===== src/rtl/writeback_scoreboard_pkg.sv =====
// Shared types for the writeback path: register-file geometry and the
// result record carried by execute and memory stages.
package writeback_scoreboard_pkg;

    localparam int XLEN       = 32;
    localparam int REG_ADDR_W = 5;
    localparam int NUM_REGS   = 32;

    typedef struct packed {
        logic [REG_ADDR_W-1:0] rd;
        logic [XLEN-1:0]       data;
    } result_t;

endpackage


===== src/rtl/writeback_scoreboard_if.sv =====
// Issue, ALU, load and register-file write signals of the writeback block.
// master drives decode/execute/memory side, slave is the scoreboard.
interface writeback_scoreboard_if;
    import writeback_scoreboard_pkg::*;

    logic                  issue_valid;
    logic                  issue_has_rd;
    logic [REG_ADDR_W-1:0] issue_rd;
    logic [REG_ADDR_W-1:0] issue_rs1;
    logic [REG_ADDR_W-1:0] issue_rs2;
    logic                  stall;

    logic                  alu_valid;
    logic                  alu_ready;
    logic [REG_ADDR_W-1:0] alu_rd;
    logic [XLEN-1:0]       alu_data;

    logic                  load_valid;
    logic [REG_ADDR_W-1:0] load_rd;
    logic [XLEN-1:0]       load_data;

    logic                  write_enable;
    logic [REG_ADDR_W-1:0] addr_rd;
    logic [XLEN-1:0]       data_rd;

    modport master (
        output issue_valid, issue_has_rd, issue_rd, issue_rs1, issue_rs2,
        output alu_valid, alu_rd, alu_data,
        output load_valid, load_rd, load_data,
        input  stall, alu_ready,
        input  write_enable, addr_rd, data_rd
    );

    modport slave (
        input  issue_valid, issue_has_rd, issue_rd, issue_rs1, issue_rs2,
        input  alu_valid, alu_rd, alu_data,
        input  load_valid, load_rd, load_data,
        output stall, alu_ready,
        output write_enable, addr_rd, data_rd
    );

endinterface


===== src/rtl/writeback_scoreboard_result_fifo.sv =====
// Small synchronous skid FIFO holding ALU results that lost write-port
// arbitration; reset clears the pointers, storage is left as is.
module result_fifo
    import writeback_scoreboard_pkg::*;
#(
    parameter int DEPTH = 4
) (
    input  logic                     clock,
    input  logic                     reset,
    input  logic                     push,
    input  result_t                  push_data,
    input  logic                     pop,
    output result_t                  pop_data,
    output logic                     full,
    output logic                     empty,
    output logic [$clog2(DEPTH):0]   count
);

    localparam int PTR_W = $clog2(DEPTH);

    result_t              mem [DEPTH];
    logic [PTR_W-1:0]     head;
    logic [PTR_W-1:0]     tail;
    logic [PTR_W:0]       count_q;
    logic                 do_push;
    logic                 do_pop;

    assign full     = (count_q == (PTR_W+1)'(DEPTH));
    assign empty    = (count_q == '0);
    assign count    = count_q;
    assign pop_data = mem[head];
    assign do_push  = push && !full;
    assign do_pop   = pop && !empty;

    always_ff @(posedge clock) begin
        if (do_push) begin
            mem[tail] <= push_data;
        end
    end

    always_ff @(posedge clock) begin
        if (reset) begin
            head    <= '0;
            tail    <= '0;
            count_q <= '0;
        end else begin
            if (do_push) begin
                tail <= tail + 1'b1;
            end
            if (do_pop) begin
                head <= head + 1'b1;
            end
            unique case ({do_push, do_pop})
                2'b10:   count_q <= count_q + 1'b1;
                2'b01:   count_q <= count_q - 1'b1;
                default: count_q <= count_q;
            endcase
        end
    end

endmodule


===== src/rtl/writeback_scoreboard.sv =====
// Register-file write port owner: merges load and ALU results onto one
// registered write port and tracks in-flight destinations for decode.
module writeback_scoreboard
    import writeback_scoreboard_pkg::result_t;
    import writeback_scoreboard_pkg::REG_ADDR_W;
    import writeback_scoreboard_pkg::NUM_REGS;
#(
    parameter int FIFO_DEPTH = 4,
    parameter int XLEN       = 32
) (
    input logic                  clock,
    input logic                  reset,
    writeback_scoreboard_if.slave bus
);

    localparam int CNT_W = $clog2(FIFO_DEPTH) + 1;

    logic [NUM_REGS-1:0]   pending;
    logic [NUM_REGS-1:0]   pending_next;
    logic                  issue_fire;

    result_t               fifo_head;
    result_t               alu_result;
    logic                  fifo_full;
    logic                  fifo_empty;
    logic [CNT_W-1:0]      fifo_count;
    logic                  fifo_push;
    logic                  fifo_pop;

    logic                  alu_accept;
    logic                  bypass;
    logic                  win_valid;
    result_t               win;

    logic                  we_q;
    logic [REG_ADDR_W-1:0] addr_q;
    logic [XLEN-1:0]       data_q;

    assign bus.stall = bus.issue_valid
        && (pending[bus.issue_rs1]
            || pending[bus.issue_rs2]
            || (bus.issue_has_rd && pending[bus.issue_rd]));

    assign issue_fire = bus.issue_valid && !bus.stall;

    always_comb begin
        pending_next = pending;
        if (we_q) begin
            pending_next[addr_q] = 1'b0;
        end
        // set after clear so a same-edge reissue keeps the bit
        if (issue_fire && bus.issue_has_rd && (bus.issue_rd != '0)) begin
            pending_next[bus.issue_rd] = 1'b1;
        end
    end

    always_ff @(posedge clock) begin
        if (reset) begin
            pending <= '0;
        end else begin
            pending <= pending_next;
        end
    end

    // ready comes from registered occupancy only, never from a same-cycle pop
    assign bus.alu_ready = !fifo_full;
    assign alu_accept    = bus.alu_valid && bus.alu_ready;
    assign alu_result    = '{rd: bus.alu_rd, data: bus.alu_data};
    assign bypass        = !bus.load_valid && (fifo_count == '0)
                           && bus.alu_valid;

    always_comb begin
        win_valid = 1'b0;
        win       = '0;
        fifo_pop  = 1'b0;
        if (bus.load_valid) begin
            win_valid = 1'b1;
            win       = '{rd: bus.load_rd, data: bus.load_data};
        end else if (!fifo_empty) begin
            win_valid = 1'b1;
            win       = fifo_head;
            fifo_pop  = 1'b1;
        end else if (bypass) begin
            win_valid = 1'b1;
            win       = alu_result;
        end
    end

    assign fifo_push = alu_accept && !bypass;

    result_fifo #(
        .DEPTH     (FIFO_DEPTH)
    ) u_result_fifo (
        .clock     (clock),
        .reset     (reset),
        .push      (fifo_push),
        .push_data (alu_result),
        .pop       (fifo_pop),
        .pop_data  (fifo_head),
        .full      (fifo_full),
        .empty     (fifo_empty),
        .count     (fifo_count)
    );

    // x0 winners are consumed silently; address/data keep their last value
    always_ff @(posedge clock) begin
        if (reset) begin
            we_q   <= 1'b0;
            addr_q <= '0;
            data_q <= '0;
        end else begin
            we_q <= win_valid && (win.rd != '0);
            if (win_valid && (win.rd != '0)) begin
                addr_q <= win.rd;
                data_q <= win.data;
            end
        end
    end

    assign bus.write_enable = we_q;
    assign bus.addr_rd      = addr_q;
    assign bus.data_rd      = data_q;

endmodule


===== src/flat_wrapper.sv =====
// flat-port wrapper written by rule: the top's interface ports become plain ports
module writeback_scoreboard_flat import writeback_scoreboard_pkg::result_t; import writeback_scoreboard_pkg::REG_ADDR_W; import writeback_scoreboard_pkg::NUM_REGS;
#(
    parameter int FIFO_DEPTH = 4,
    parameter int XLEN       = 32
)
  (clock, reset, bus_issue_valid, bus_issue_has_rd, bus_issue_rd, bus_issue_rs1, bus_issue_rs2, bus_alu_valid, bus_alu_rd, bus_alu_data, bus_load_valid, bus_load_rd, bus_load_data, bus_stall, bus_alu_ready, bus_write_enable, bus_addr_rd, bus_data_rd);
  writeback_scoreboard_if bus_i ();
  input logic clock;
  input logic reset;
  input wire logic [$bits(bus_i.issue_valid)-1:0] bus_issue_valid;
  input wire logic [$bits(bus_i.issue_has_rd)-1:0] bus_issue_has_rd;
  input wire logic [$bits(bus_i.issue_rd)-1:0] bus_issue_rd;
  input wire logic [$bits(bus_i.issue_rs1)-1:0] bus_issue_rs1;
  input wire logic [$bits(bus_i.issue_rs2)-1:0] bus_issue_rs2;
  input wire logic [$bits(bus_i.alu_valid)-1:0] bus_alu_valid;
  input wire logic [$bits(bus_i.alu_rd)-1:0] bus_alu_rd;
  input wire logic [$bits(bus_i.alu_data)-1:0] bus_alu_data;
  input wire logic [$bits(bus_i.load_valid)-1:0] bus_load_valid;
  input wire logic [$bits(bus_i.load_rd)-1:0] bus_load_rd;
  input wire logic [$bits(bus_i.load_data)-1:0] bus_load_data;
  output wire logic [$bits(bus_i.stall)-1:0] bus_stall;
  output wire logic [$bits(bus_i.alu_ready)-1:0] bus_alu_ready;
  output wire logic [$bits(bus_i.write_enable)-1:0] bus_write_enable;
  output wire logic [$bits(bus_i.addr_rd)-1:0] bus_addr_rd;
  output wire logic [$bits(bus_i.data_rd)-1:0] bus_data_rd;
  assign bus_i.issue_valid = bus_issue_valid;
  assign bus_i.issue_has_rd = bus_issue_has_rd;
  assign bus_i.issue_rd = bus_issue_rd;
  assign bus_i.issue_rs1 = bus_issue_rs1;
  assign bus_i.issue_rs2 = bus_issue_rs2;
  assign bus_i.alu_valid = bus_alu_valid;
  assign bus_i.alu_rd = bus_alu_rd;
  assign bus_i.alu_data = bus_alu_data;
  assign bus_i.load_valid = bus_load_valid;
  assign bus_i.load_rd = bus_load_rd;
  assign bus_i.load_data = bus_load_data;
  assign bus_stall = bus_i.stall;
  assign bus_alu_ready = bus_i.alu_ready;
  assign bus_write_enable = bus_i.write_enable;
  assign bus_addr_rd = bus_i.addr_rd;
  assign bus_data_rd = bus_i.data_rd;
  writeback_scoreboard #(.FIFO_DEPTH(FIFO_DEPTH), .XLEN(XLEN)) u_core (.clock(clock), .reset(reset), .bus(bus_i));
endmodule

===== config.mk =====
export PLATFORM = sky130hd
export DESIGN_NAME = writeback_scoreboard_flat
export DESIGN_NICKNAME = d
export VERILOG_FILES = /design/src/rtl/writeback_scoreboard_pkg.sv /design/src/rtl/writeback_scoreboard_if.sv /design/src/rtl/writeback_scoreboard_result_fifo.sv /design/src/rtl/writeback_scoreboard.sv /design/src/flat_wrapper.sv
export SDC_FILE = /design/constraint.sdc
export NUM_CORES = 1
export LEC_CHECK = 0
export BUFFER_PORTS_ARGS = -buffer_cell sky130_fd_sc_hd__buf_2
export CELL_PAD_IN_SITES_DETAIL_PLACEMENT = 0
export CELL_PAD_IN_SITES_GLOBAL_PLACEMENT = 2
export CORE_ASPECT_RATIO = 0.75
export CORE_MARGIN = 3
export CORE_UTILIZATION = 43
export CTS_BUF_LIST = sky130_fd_sc_hd__clkbuf_16
export DETAILED_ROUTE_END_ITERATION = 12
export PLACE_DENSITY = 0.89
export SLEW_MARGIN = 10
export SYNTH_ARGS = -nofsm -noshare
export SYNTH_HDL_FRONTEND = slang
export SYNTH_SLANG_ARGS = --single-unit

===== constraint.sdc =====
create_clock -name clock -period 5.63 [get_ports clock]
set_clock_uncertainty 0.2 [all_clocks]
set_input_delay 0.2815 -clock clock [delete_from_list [all_inputs] [get_ports clock]]
set_output_delay 0.2815 -clock clock [all_outputs]
set_load 0.02 [all_outputs]

==> flow_summary_export.csv <==
group,metric,value,unit
job,maxCapViolations,0,
synth,yosys_most_used_dff,"edfxtp_1",
timing,tns,0,ns
worst_setup_path,endpoint_kind,"register",
synth,yosysMostFrequentCell,"edfxtp_1",
floorplan,num_rows,49,
worst_setup_path,cp_cell_sequence,"nor3_4 -> buf_4 -> nand2b_1 -> a21oi_1 -> a21oi_4 -> buf_4 -> and2_1 -> buf_4 -> o41ai_1",
cts,clkTransAtPathRegs,0.06,ns
min_path,hold_class,"in2reg",
place,postPlaceCellArea,0.0116,sq mm
synth,yosys_warnings,0,
synth,synth.avg_cell_area,13.4,sq um
synth,synth_seq_cells,227,
synth,synth_top_family_by_area,"simple AND/OR/NAND/NOR gates",
global_routing,grtUsageTotal,20.3,%
synth,synth.lib_cells_used.distinct,53,
worst_setup_path,cp.arrival,3.79,ns
synth,synth_fp_nets,904,
floorplan,coreArea,0.0242,sq mm
timing,max_freq,0.273,GHz
global_routing,grt_pass1_vias,7383,
synth,synth.top_cells.by_count,"148 x edfxtp_1, 84 x nor2b_1, 79 x dfxtp_1, 55 x nand2_1, 49 x mux4_2",
cts,cts_buffer_depth,3,
floorplan,die_w,188,microns
final_layout,nNetsFinal,1074,
final_layout,diodes,0,
place,hpwl,17600,microns
worst_setup_path,worstPathRequired,5.76,ns
routing,ant_nets,0,
synth,synthMuxAreaShare,13.1,%
worst_setup_path,critPathMaxFanout,66,
synth,synth_cells,803,
global_routing,grt_max_degree,115,
power,p_per_area,388,mW/mm^2
worst_setup_path,slowest_delay,0.64,ns
synth,synthTopCellsByArea,"edfxtp_1 41%, dfxtp_1 15%, mux4_2 10%, nor2b_1 4.9%, nand4b_1 2.7%",
power,p_leak,4.51,nW
floorplan,dieArea,0.0269,sq mm
worst_setup_path,startpoint_type,"register",
final_layout,fillers,2055,
status,outcome,"finished clean",
routing,via_count,7529,
synth,async_reset_ff_share,0,%
synth,synth_compound_area_share,11.2,%
timing,rsz0062_at_grt,"false",
routing,postRouteWirelength,27400,microns
routing,viasPerCell,5.70,
synth,synth_simple_gate_area_share,14.9,%
timing,min_period,3.66,ns
final_layout,fin_area,0.0130,sq mm
routing,first_pass_iters,5,
timing,tightest_slew,1.27,ns
synth,synth-xor-area-share,0.408,%
timing,whs,0.0350,ns
synth,synthAdderAreaFrac,0.770,%
global_routing,grt_pass1_wl,43200,microns
routing,drtIter0Drc,550,
cts,cts_buffers,23,
global_routing,antenna_found_initial,1,
synth,yosys.area.top_type,"edfxtp_1",
global_routing,grt_overflow,0,
timing,maxSlewViolCount,0,
cts,htreeDepth,1,
synth,synth_edf_count,148,
synth,netlist_area,0.0107,sq mm
worst_setup_path,worst-setup-path-type,"reg2reg",
routing,drc_errors,0,
cts,cts_sinks,227,
worst_setup_path,crit_buf_inv,3,
worst_setup_path,crit_slowest_cell,"and2_1",
place,numPortBuffers,134,
final_layout,layout-drive-gt1-share,28.3,%
synth,synth_top_area_share,41.4,%
power,max-vdd-ir-drop,272,uV
power,power,5.05,mW
timing,hold_viol_final,0,
cts,clk-insertion-delay-late,0.51,ns
cts,cts_root_buffer,"clkbuf_16",
cts,cts_tree,"done",
timing,setup_viol,0,
routing,wl_per_cell,20.7,microns
floorplan,die_h,143,microns
cts,cts_resized,0,
final_layout,utilization,53.8,%
final_layout,area_delta_synth_final,21.4,%
floorplan,ioPinCount,135,
worst_setup_path,crit_top_cell,"buf_4",
place,place.gp.congestion,0.851,
place,placed_cells,1210,
synth,yosysSeqAreaShare,56.2,%
timing,min_period_over_period,65.1,%
floorplan,initial_core_util,44.3,%
timing,setup_slack,1.97,ns
final_layout,final_cells,1321,
worst_setup_path,cp_top_family,"buffers and inverters",
timing,maxSlewHeadroom,14.4,%
place,place_ws,2.00,ns
## routing by layer
metal,vias up,GRT usage (%),share of wire [%]
met3,25,3.41,7.2
met1,3703,32.9,50
met5,-,0,0.047
met2,309,29.0,42
met4,2,3.21,1.2
li1,3490,-,-
## cell families after synthesis
| logic type | after synthesis |
|---|---|
| flip-flops | 227 |
| XOR/XNOR | 5 |
| AND/OR/NAND/NOR | 260 |
| adder cells (fa/ha/maj) | 6 |
| buffers and inverters | 76 |
| AO/OA/AOI/OAI | 151 |
| multiplexers | 78 |
## state kept, by name (all words and copies together) (netlist names), named ones only
name,flops
u_core.u_result_fifo.mem,148
u_core.bus.data_rd,32
u_core.u_result_fifo.count,3
u_core.bus.write_enable,1
u_core.pending,32
u_core.u_result_fifo.tail,2
u_core.bus.addr_rd,5
u_core.u_result_fifo.head,2
## worst min-delay path: cells and delay by family
family          cells  cell delay [ns]
compound gates      1             0.11
buf+inv             1             0.10
simple gates        1             0.21
## where the power goes
group	switching (mW)	total (mW)	internal, mW
Combinational	0.823	1.39	0.565
Sequential	0.128	2.12	2.00
Clock	0.609	1.53	0.926
Total	1.56	5.05	3.49
## timing repair
action	in CTS	in global routing
hold buffers	69	0
endpoints found under the hold margin	180	0
setup buffers	0	0
## final cells by class
class | count | area, sq um | area share, %
Clock buffer | 23 | 576 | 4.42
Clock inverter | 19 | 189 | 1.45
Inverter | 8 | 30.0 | 0.231
Multi-Input combinational cell | 500 | 4350 | 33.4
Sequential cell | 227 | 6030 | 46.3
Tap cell | 331 | 414 | 3.18
Timing Repair Buffer | 213 | 1440 | 11.1
## final timing paths
path	startpoint	end	slack, ns	cells past startpoint
hold reg to reg	u_core.bus.data_rd[4]$_SDFFE_PP0P_	u_core.bus.data_rd[4]$_SDFFE_PP0P_	0.30	2
setup reg to reg	u_core.u_result_fifo.count[0]$_SDFFE_PP0P_	u_core.bus.data_rd[18]$_SDFFE_PP0P_	1.97	9
hold / removal	bus_load_data[21]	u_core.bus.data_rd[21]$_SDFFE_PP0P_	0.03	3
setup / recovery	u_core.u_result_fifo.count[0]$_SDFFE_PP0P_	u_core.bus.data_rd[18]$_SDFFE_PP0P_	1.97	9
## cell usage in the layout, fill, tap and decap left out, drive strengths merged, types with 20 or more instances in the layout
cell type,count
edfxtp,148
buf,144
nor2b,84
dfxtp,79
dlygate4sd3,69
nand2,55
mux4,49
o21ai,49
nand4b,33
a311oi,32
o41ai,32
clkbuf,23
mux2i,20
nand3b,20
nor2,20
Note: power is estimated with default switching activity, not from simulation.
